**src/rtl/alu_responder.sv**
```systemverilog
// Buffered 8-bit ALU responder: requests are evaluated combinationally and queued
// with their flags in a small FIFO; results drain in order on a valid/ready channel.
module alu_responder #(
  parameter int unsigned DEPTH = 2,
  parameter int unsigned WIDTH = 8
) (
  input  logic             clock,
  input  logic             reset_n,
  input  logic             req_valid,
  output logic             req_ready,
  input  logic [WIDTH-1:0] req_a,
  input  logic [WIDTH-1:0] req_b,
  input  logic [2:0]       req_op,
  input  logic [3:0]       req_flags,
  output logic             rsp_valid,
  input  logic             rsp_ready,
  output logic [WIDTH-1:0] rsp_z,
  output logic [3:0]       rsp_flags,
  output logic [15:0]      rsp_count
);

  localparam int unsigned AW = $clog2(DEPTH);
  localparam int unsigned EW = WIDTH + 4;
  localparam logic [AW:0] FULL_CNT = DEPTH[AW:0];

  logic [WIDTH:0]   sum;
  logic [WIDTH-1:0] res;
  logic             cin;
  logic             v_flag;
  logic             c_flag;
  logic [EW-1:0]    entry_d;
  logic             unused_flags;

  assign unused_flags = ^req_flags[3:1];

  always_comb begin
    cin    = req_flags[0];
    sum    = '0;
    res    = '0;
    v_flag = 1'b0;
    c_flag = cin;
    case (req_op)
      3'b000:  sum = {1'b0, req_a} + {1'b0, req_b};
      3'b001:  sum = {1'b0, req_a} + {1'b0, req_b} + {{WIDTH{1'b0}}, cin};
      3'b010:  sum = {1'b0, req_a} - {1'b0, req_b};
      3'b011:  sum = {1'b0, req_a} - {1'b0, req_b} - {{WIDTH{1'b0}}, cin};
      default: sum = '0;
    endcase
    if (!req_op[2]) begin
      // top bit of the WIDTH+1 result is carry for add, borrow for subtract
      res    = sum[WIDTH-1:0];
      c_flag = sum[WIDTH];
      if (!req_op[1])
        v_flag = (req_a[WIDTH-1] == req_b[WIDTH-1]) && (res[WIDTH-1] != req_a[WIDTH-1]);
      else
        v_flag = (req_a[WIDTH-1] != req_b[WIDTH-1]) && (res[WIDTH-1] != req_a[WIDTH-1]);
    end else begin
      case (req_op[1:0])
        2'b00:   res = req_a & req_b;
        2'b01:   res = req_a | req_b;
        2'b10:   res = req_a ^ req_b;
        default: res = req_b;
      endcase
    end
    entry_d = {res, v_flag, res[WIDTH-1], (res == '0), c_flag};
  end

  logic [EW-1:0] mem_q [DEPTH];
  logic [AW-1:0] wr_ptr_q, wr_ptr_d;
  logic [AW-1:0] rd_ptr_q, rd_ptr_d;
  logic [AW:0]   cnt_q, cnt_d;
  logic [15:0]   rsp_count_q, rsp_count_d;
  logic          push;
  logic          pop;

  assign req_ready = (cnt_q != FULL_CNT);
  assign rsp_valid = (cnt_q != '0);
  assign push      = req_valid && req_ready;
  assign pop       = rsp_valid && rsp_ready;

  always_comb begin
    wr_ptr_d    = wr_ptr_q;
    rd_ptr_d    = rd_ptr_q;
    cnt_d       = cnt_q;
    rsp_count_d = rsp_count_q;
    if (push) wr_ptr_d = wr_ptr_q + 1'b1;
    if (pop) begin
      rd_ptr_d    = rd_ptr_q + 1'b1;
      rsp_count_d = rsp_count_q + 16'd1;
    end
    case ({push, pop})
      2'b10:   cnt_d = cnt_q + 1'b1;
      2'b01:   cnt_d = cnt_q - 1'b1;
      default: cnt_d = cnt_q;
    endcase
  end

  always_ff @(posedge clock or negedge reset_n) begin
    if (!reset_n) begin
      wr_ptr_q    <= '0;
      rd_ptr_q    <= '0;
      cnt_q       <= '0;
      rsp_count_q <= '0;
      for (int i = 0; i < DEPTH; i++) mem_q[i] <= '0;
    end else begin
      wr_ptr_q    <= wr_ptr_d;
      rd_ptr_q    <= rd_ptr_d;
      cnt_q       <= cnt_d;
      rsp_count_q <= rsp_count_d;
      if (push) mem_q[wr_ptr_q] <= entry_d;
    end
  end

  assign rsp_z     = mem_q[rd_ptr_q][EW-1:4];
  assign rsp_flags = mem_q[rd_ptr_q][3:0];
  assign rsp_count = rsp_count_q;

endmodule

```
**config.mk**
```make
export PLATFORM = sky130hd
export DESIGN_NAME = alu_responder
export DESIGN_NICKNAME = d
export VERILOG_FILES = /design/src/rtl/alu_responder.sv
export SDC_FILE = /design/constraint.sdc
export NUM_CORES = 1
export LEC_CHECK = 0
export ABC_AREA = 1
export BUFFER_PORTS_ARGS = -buffer_cell sky130_fd_sc_hd__buf_4
export CAP_MARGIN = 0
export CORE_UTILIZATION = 40
export CTS_BUF_LIST = sky130_fd_sc_hd__clkbuf_4 sky130_fd_sc_hd__clkbuf_8
export DETAILED_ROUTE_END_ITERATION = 16
export SYNTH_ARGS = -nofsm -noshare
export SYNTH_HDL_FRONTEND = slang
export SYNTH_SLANG_ARGS = --single-unit
export TNS_END_PERCENT = 20
```
**constraint.sdc**
```tcl
create_clock -name clock -period 3.1 [get_ports clock]
set_input_delay 0.155 -clock clock [delete_from_list [all_inputs] [get_ports clock]]
set_output_delay 0.155 -clock clock [all_outputs]
set_load 0.005 [all_outputs]
```
Word-level counts from Yosys, hierarchy flattened
Cells that the tools add are included.

Register bits after elaboration: 44. Output and inout port bits: 30.

Add/sub/neg operators: 9. $lt $le $gt $ge: 3. Eq/ne operators: 11. Multiplexer cells: 13. Bitwise gates (word level): 5. Reductions and logical operators: 10.

Operators by type and width (number): $mux W12 (4); $pmux W9 S4 (1); $bwmux W24 (1); $pmux W8 S3 (1); $add A16 B1 Y16 const B (1); $demux W12 S1 (1); $add A8 B8 Y9 (1); $add A9 B1 Y9 (1); $sub A8 B8 Y9 (1); $sub A9 B1 Y9 (1); $and A8 B8 Y8 (1); $logic_not A8 Y1 (1); $mux W8 (1); $or A8 B8 Y8 (1); $xor A8 B8 Y8 (1); $eq A3 B2 Y1 const B (2); $logic_and A1 B1 Y1 (5); $eq A2 B1 Y1 const B (2); $eq A2 B2 Y1 const B (2); $ge A2 B2 Y1 const B (2); $not A1 Y2 (2); $pmux W2 S2 (1); $reduce_bool A2 Y1 (2); $eq A3 B1 Y1 const B (1); 10 further kinds (14).

Longest topological paths before layout
Depth after elaboration: 8. Depth in mapped cells: 19. Mapped depth without buffers: 19.

Worst setup path before layout
OpenSTA, ideal clock, no wires.

Kind: input-to-reg. Start point: in req_a[0]. End point: reg mem_q[12] (netlist name). Arrival time: 2.004 ns. Required time: 2.982 ns. Path slack: 0.978 ns. Stages on the path: 14. Buffers on the path: 0. Cells stage by stage: ha_1 -> fa_1 -> ha_1 -> inv_1 -> nor2_1 -> nand3_1 -> nor2_2 -> nand3_1 -> nor2_1 -> nand2_1 -> nand3_1 -> nand4_1 -> nand3_1 -> nand2_1.

Longest elaborated chain between the ends: 5. Elaborated cells between the ends (all ways): 7. Those cells by class: add/sub (4); mux (3).

RTL lines: start, declared (line 11) `input logic [WIDTH-1:0] req_a,`; $sub A8 B8 Y9 or $add A8 B8 Y9 (tied branches); $sub A9 B1 Y9 or $add A9 B1 Y9 (tied branches) (line 46, 44); $pmux W9 S4 * (line 42) `case (req_op)`; $mux W1 * (line 49) `if (!req_op[2]) begin`; $bwmux W24 * (line 110) `if (push) mem_q[wr_ptr_q] <= entry_d;`; end signal, assigned by index (line 110); end, declared (line 68) `logic [EW-1:0] mem_q [DEPTH];`.

Every way passes the cells marked *; elsewhere a longest branch is shown, timed or not. A chain may end at the register's enable or synchronous reset.

Worst setup path after layout
Start point: in req_a[0]. End point: reg mem_q[1] (netlist name).

Longest elaborated chain between the ends: 6. Elaborated cells between the ends (all ways): 12. Those cells by class: add/sub (4); mux (4); bitwise (3); reduce/logical (1).

RTL lines: $sub A8 B8 Y9 or $add A8 B8 Y9 (tied branches); $sub A9 B1 Y9 or $add A9 B1 Y9 (tied branches) (line 46, 44); $pmux W9 S4 (line 42); $mux W8 * (line 49); $logic_not A8 Y1 * (line 65) `entry_d = {res, v_flag, res[WIDTH-1], (res == '0), c_flag};`; $bwmux W24 * (line 110).

Marked as above.

==> results.yml <==
outcome:
  status: "finished clean"
timing:
  setup_viol: 0
  rsz0062_at_grt: "false"
  tns_ps: 0
  holdWs_ps: 181
  relSlewSlack_pct: 63.9
  final.setup_skew_ps: 9.02
  drv_slew: 0
  min_period_ps: 2200
  timing.final.crit_share_pct: 71.1
  hold_violations: 0
  fmax_ghz: 0.454
  worst_slew_pin_slew_ps: 541
global_route:
  grt_pass1_wl_um: 16300
  overflow: 0
  grt_pass1_vias: 3472
  grt_max_degree: 43
  grt_use_total_pct: 20.4
  antenna_found_initial: 0
layout:
  multi_input_area_mm2: 0.00237
  finalCoreUtilization_pct: 48.4
  seq_area_mm2: 0.00105
  diodes: 0
  nFillCells: 988
  syn2layout_area_growth_pct: 17.3
  final_cell_mix: "nand2_1 (197), inv_1 (77), nand3_1 (58)"
  fin_cells: 761
  final_common_cell: "nand2_1"
  drive_gt1_share_pct: 16.0
  fin_nets: 691
setup_path:
  crit_buf_inv: 3
  max_stage_delay_ps: 560
  cp.arrival_ps: 2450
  crit_fanout: 4
  cp_slowest_cell: "fa_1"
  reg2reg_slack_ps: 1270
  cp_top_family: "simple AND/OR/NAND/NOR gates"
  critPathMostFrequentCell: "nand2_1"
  cp_cell_sequence: "buf_4 -> ha_1 -> fa_1 -> ha_1 -> inv_1 -> nor2_1 -> nand3_1 -> nor2_2 -> inv_2 -> nand3_1 -> nand2_1 -> nor2_1 -> nand2_1 -> nor2_2 -> nand4_1 -> nand2_1"
  worstSetupEndpointType: "flop"
  cp_data_required_time_ps: 3340
  startpoint_type: "input port"
  crit_type: "input port to flop"
synth:
  synth.net_count: 638
  synth_top_cell_by_area: "dfrtp_1"
  synth_top_area_share_pct: 27.6
  ys_seq_area_share_pct: 27.6
  synth_area_per_cell_um2: 6.59
  yosysUniqueCellTypes: 34
  ys_warn_count: 0
  synth_area_leaders: "dfrtp_1 (28%), nand2_1 (19%), ha_1 (10%)"
  synthCells: 578
  ys_ff_latch: 42
  netlist_area_mm2: 0.00381
cts:
  cts_resized: 0
  postCtsSetupRepairBufs: 0
  clk_latency_ps: 300
  htreeDepth: 2
  cts_tree: "yes"
  cts_made_buffers: 5
  numClockSinks: 42
  cts_buffer_depth: 2
  cts.clk_slew.worst_paths_ps: 80
  clock-root-buffer: "clkbuf_8"
routing:
  drt_pass1_iterations: 5
  drt_iter0_drc: 151
  wl_per_cell_um: 12.5
  drt-total-wl_um: 9480
  drc_errors: 0
  num_vias: 3731
  ant_nets: 0
  vias_per_cell: 4.90
die:
  io-pin-count: 57
  die_w_um: 99.6
  die_h_um: 99.6
  rows: 35
  initial_utilization_pct: 41.2
  die_area_mm2: 0.00992
  coreArea_mm2: 0.00924
power_and_ir_drop:
  powerDensity_mw_per_mm2: 555
  p_leak_nw: 2.44
  worst_ir_drop_vdd_v: 0.000211
placement:
  gp_congestion: 0.879
  port_buffers: 53
  hpwlAfterDp_um: 7460
  place_inst: 752
flow_run:
  max-cap-violations: 0
worst_hold_path:
  hold_path.class: "input port to flop"
[where the power goes]
group | switching, mW | leakage, nW | internal (mW) | total, mW
Clock | 0.198 | 0.0683 | 0.323 | 0.520
Combinational | 0.623 | 1.83 | 0.468 | 1.09
Sequential | 0.140 | 0.543 | 0.728 | 0.868
[cells in the mapped netlist]
cell / number
o21ai_0: 31
xor2_1: 7
o22ai_1: 7
nand2_2: 4
buf_4: 5
nor3_2: 2
dfrtp_1: 42
nor3_1: 2
nor2_4: 2
a21oi_1: 15
or2_2: 1
a221oi_1: 1
o21ai_2: 2
nor2_2: 12
clkbuf_1: 4
nand3_2: 2
nand4_1: 11
o221ai_1: 1
xnor2_1: 11
inv_1: 77
buf_6: 1
nor2_1: 29
clkinv_1: 2
ha_1: 31
fa_1: 2
nand3_1: 58
a21oi_2: 1
nand3b_1: 3
o21ai_1: 1
o211ai_1: 1
nand2_1: 197
o21bai_1: 1
inv_2: 9
nand2_4: 3
[sequential cells by signal, summed over array words and instances (netlist names)]
name	count
wr_ptr_q	1
rsp_count	16
mem_q	22
rd_ptr_q	1
cnt_q	2
[area by class of cell]
| type | instances | share of cell area, % |
|---|---|---|
| Sequential cell | 42 | 23.5 |
| Multi-Input combinational cell | 438 | 52.9 |
| Inverter | 88 | 7.39 |
| Clock inverter | 3 | 1.54 |
| Clock buffer | 5 | 1.54 |
| Timing Repair Buffer | 56 | 9.46 |
| Tap cell | 129 | 3.61 |
[per-layer routing]
| metal | vias up | wire, µm | GRT usage, % |
|---|---|---|---|
| li1 | 1932 | - | - |
| met4 | 0 | 203 | 8.26 |
| met1 | 1687 | 4570 | 26.5 |
| met5 | - | 0 | 0 |
| met3 | 19 | 346 | 2.67 |
| met2 | 93 | 4360 | 34.3 |
[logic make-up after synthesis]
logic type / Yosys count / synth area share [%]
AOI/OAI and AO/OA: 61 / 8.86
DFF: 42 / 27.6
xor gates and xnor gates: 18 / 4.14
and+or+nand+nor: 326 / 37.9
buffers and inverters: 98 / 10.3
adders and majority gates: 33 / 11.2
[per-stage QoR]
stage               total power, mW  setup WS [ps]  instance area, µm²
finish                         2.48            897                4470
global route                   2.71            636                4470
CTS                            2.50            861                4470
detailed placement             1.97            549                4320
global placement               1.95            608                4320
floorplan                      1.55            978                3810
[what timing repair did]
| item | in CTS | in global routing |
|---|---|---|
| endpoints found under the setup margin | 0 | 0 |
| hold endpoints to repair | 42 | 0 |
| hold buffers | 1 | 0 |
[worst reg2reg max path, stage by stage, from the launching register on]
cell and delay (ps):
dfrtp_1 400, inv_1 70, nand2_1 90, nand2_2 140, nor3_2 210, nand3_1 160
nand3b_1 240, nor2_2 160, nand3_1 120, xnor2_1 140
[final timing paths]
| path | to | cells past startpoint | from |
|---|---|---|---|
| setup reg to reg | rsp_count[13] | 9 | cnt_q[0] |
| setup / recovery | mem_q[1] | 16 | req_a[0] |
| hold / removal | wr_ptr_q | 4 | req_valid |
| min in group asynchronous | mem_q[18] | 2 | reset_n |
| hold reg to reg | rsp_count[15] | 1 | rsp_count[15] |
| max in group asynchronous | mem_q[16] | 2 | reset_n |
(Power assumes the default switching activity.)
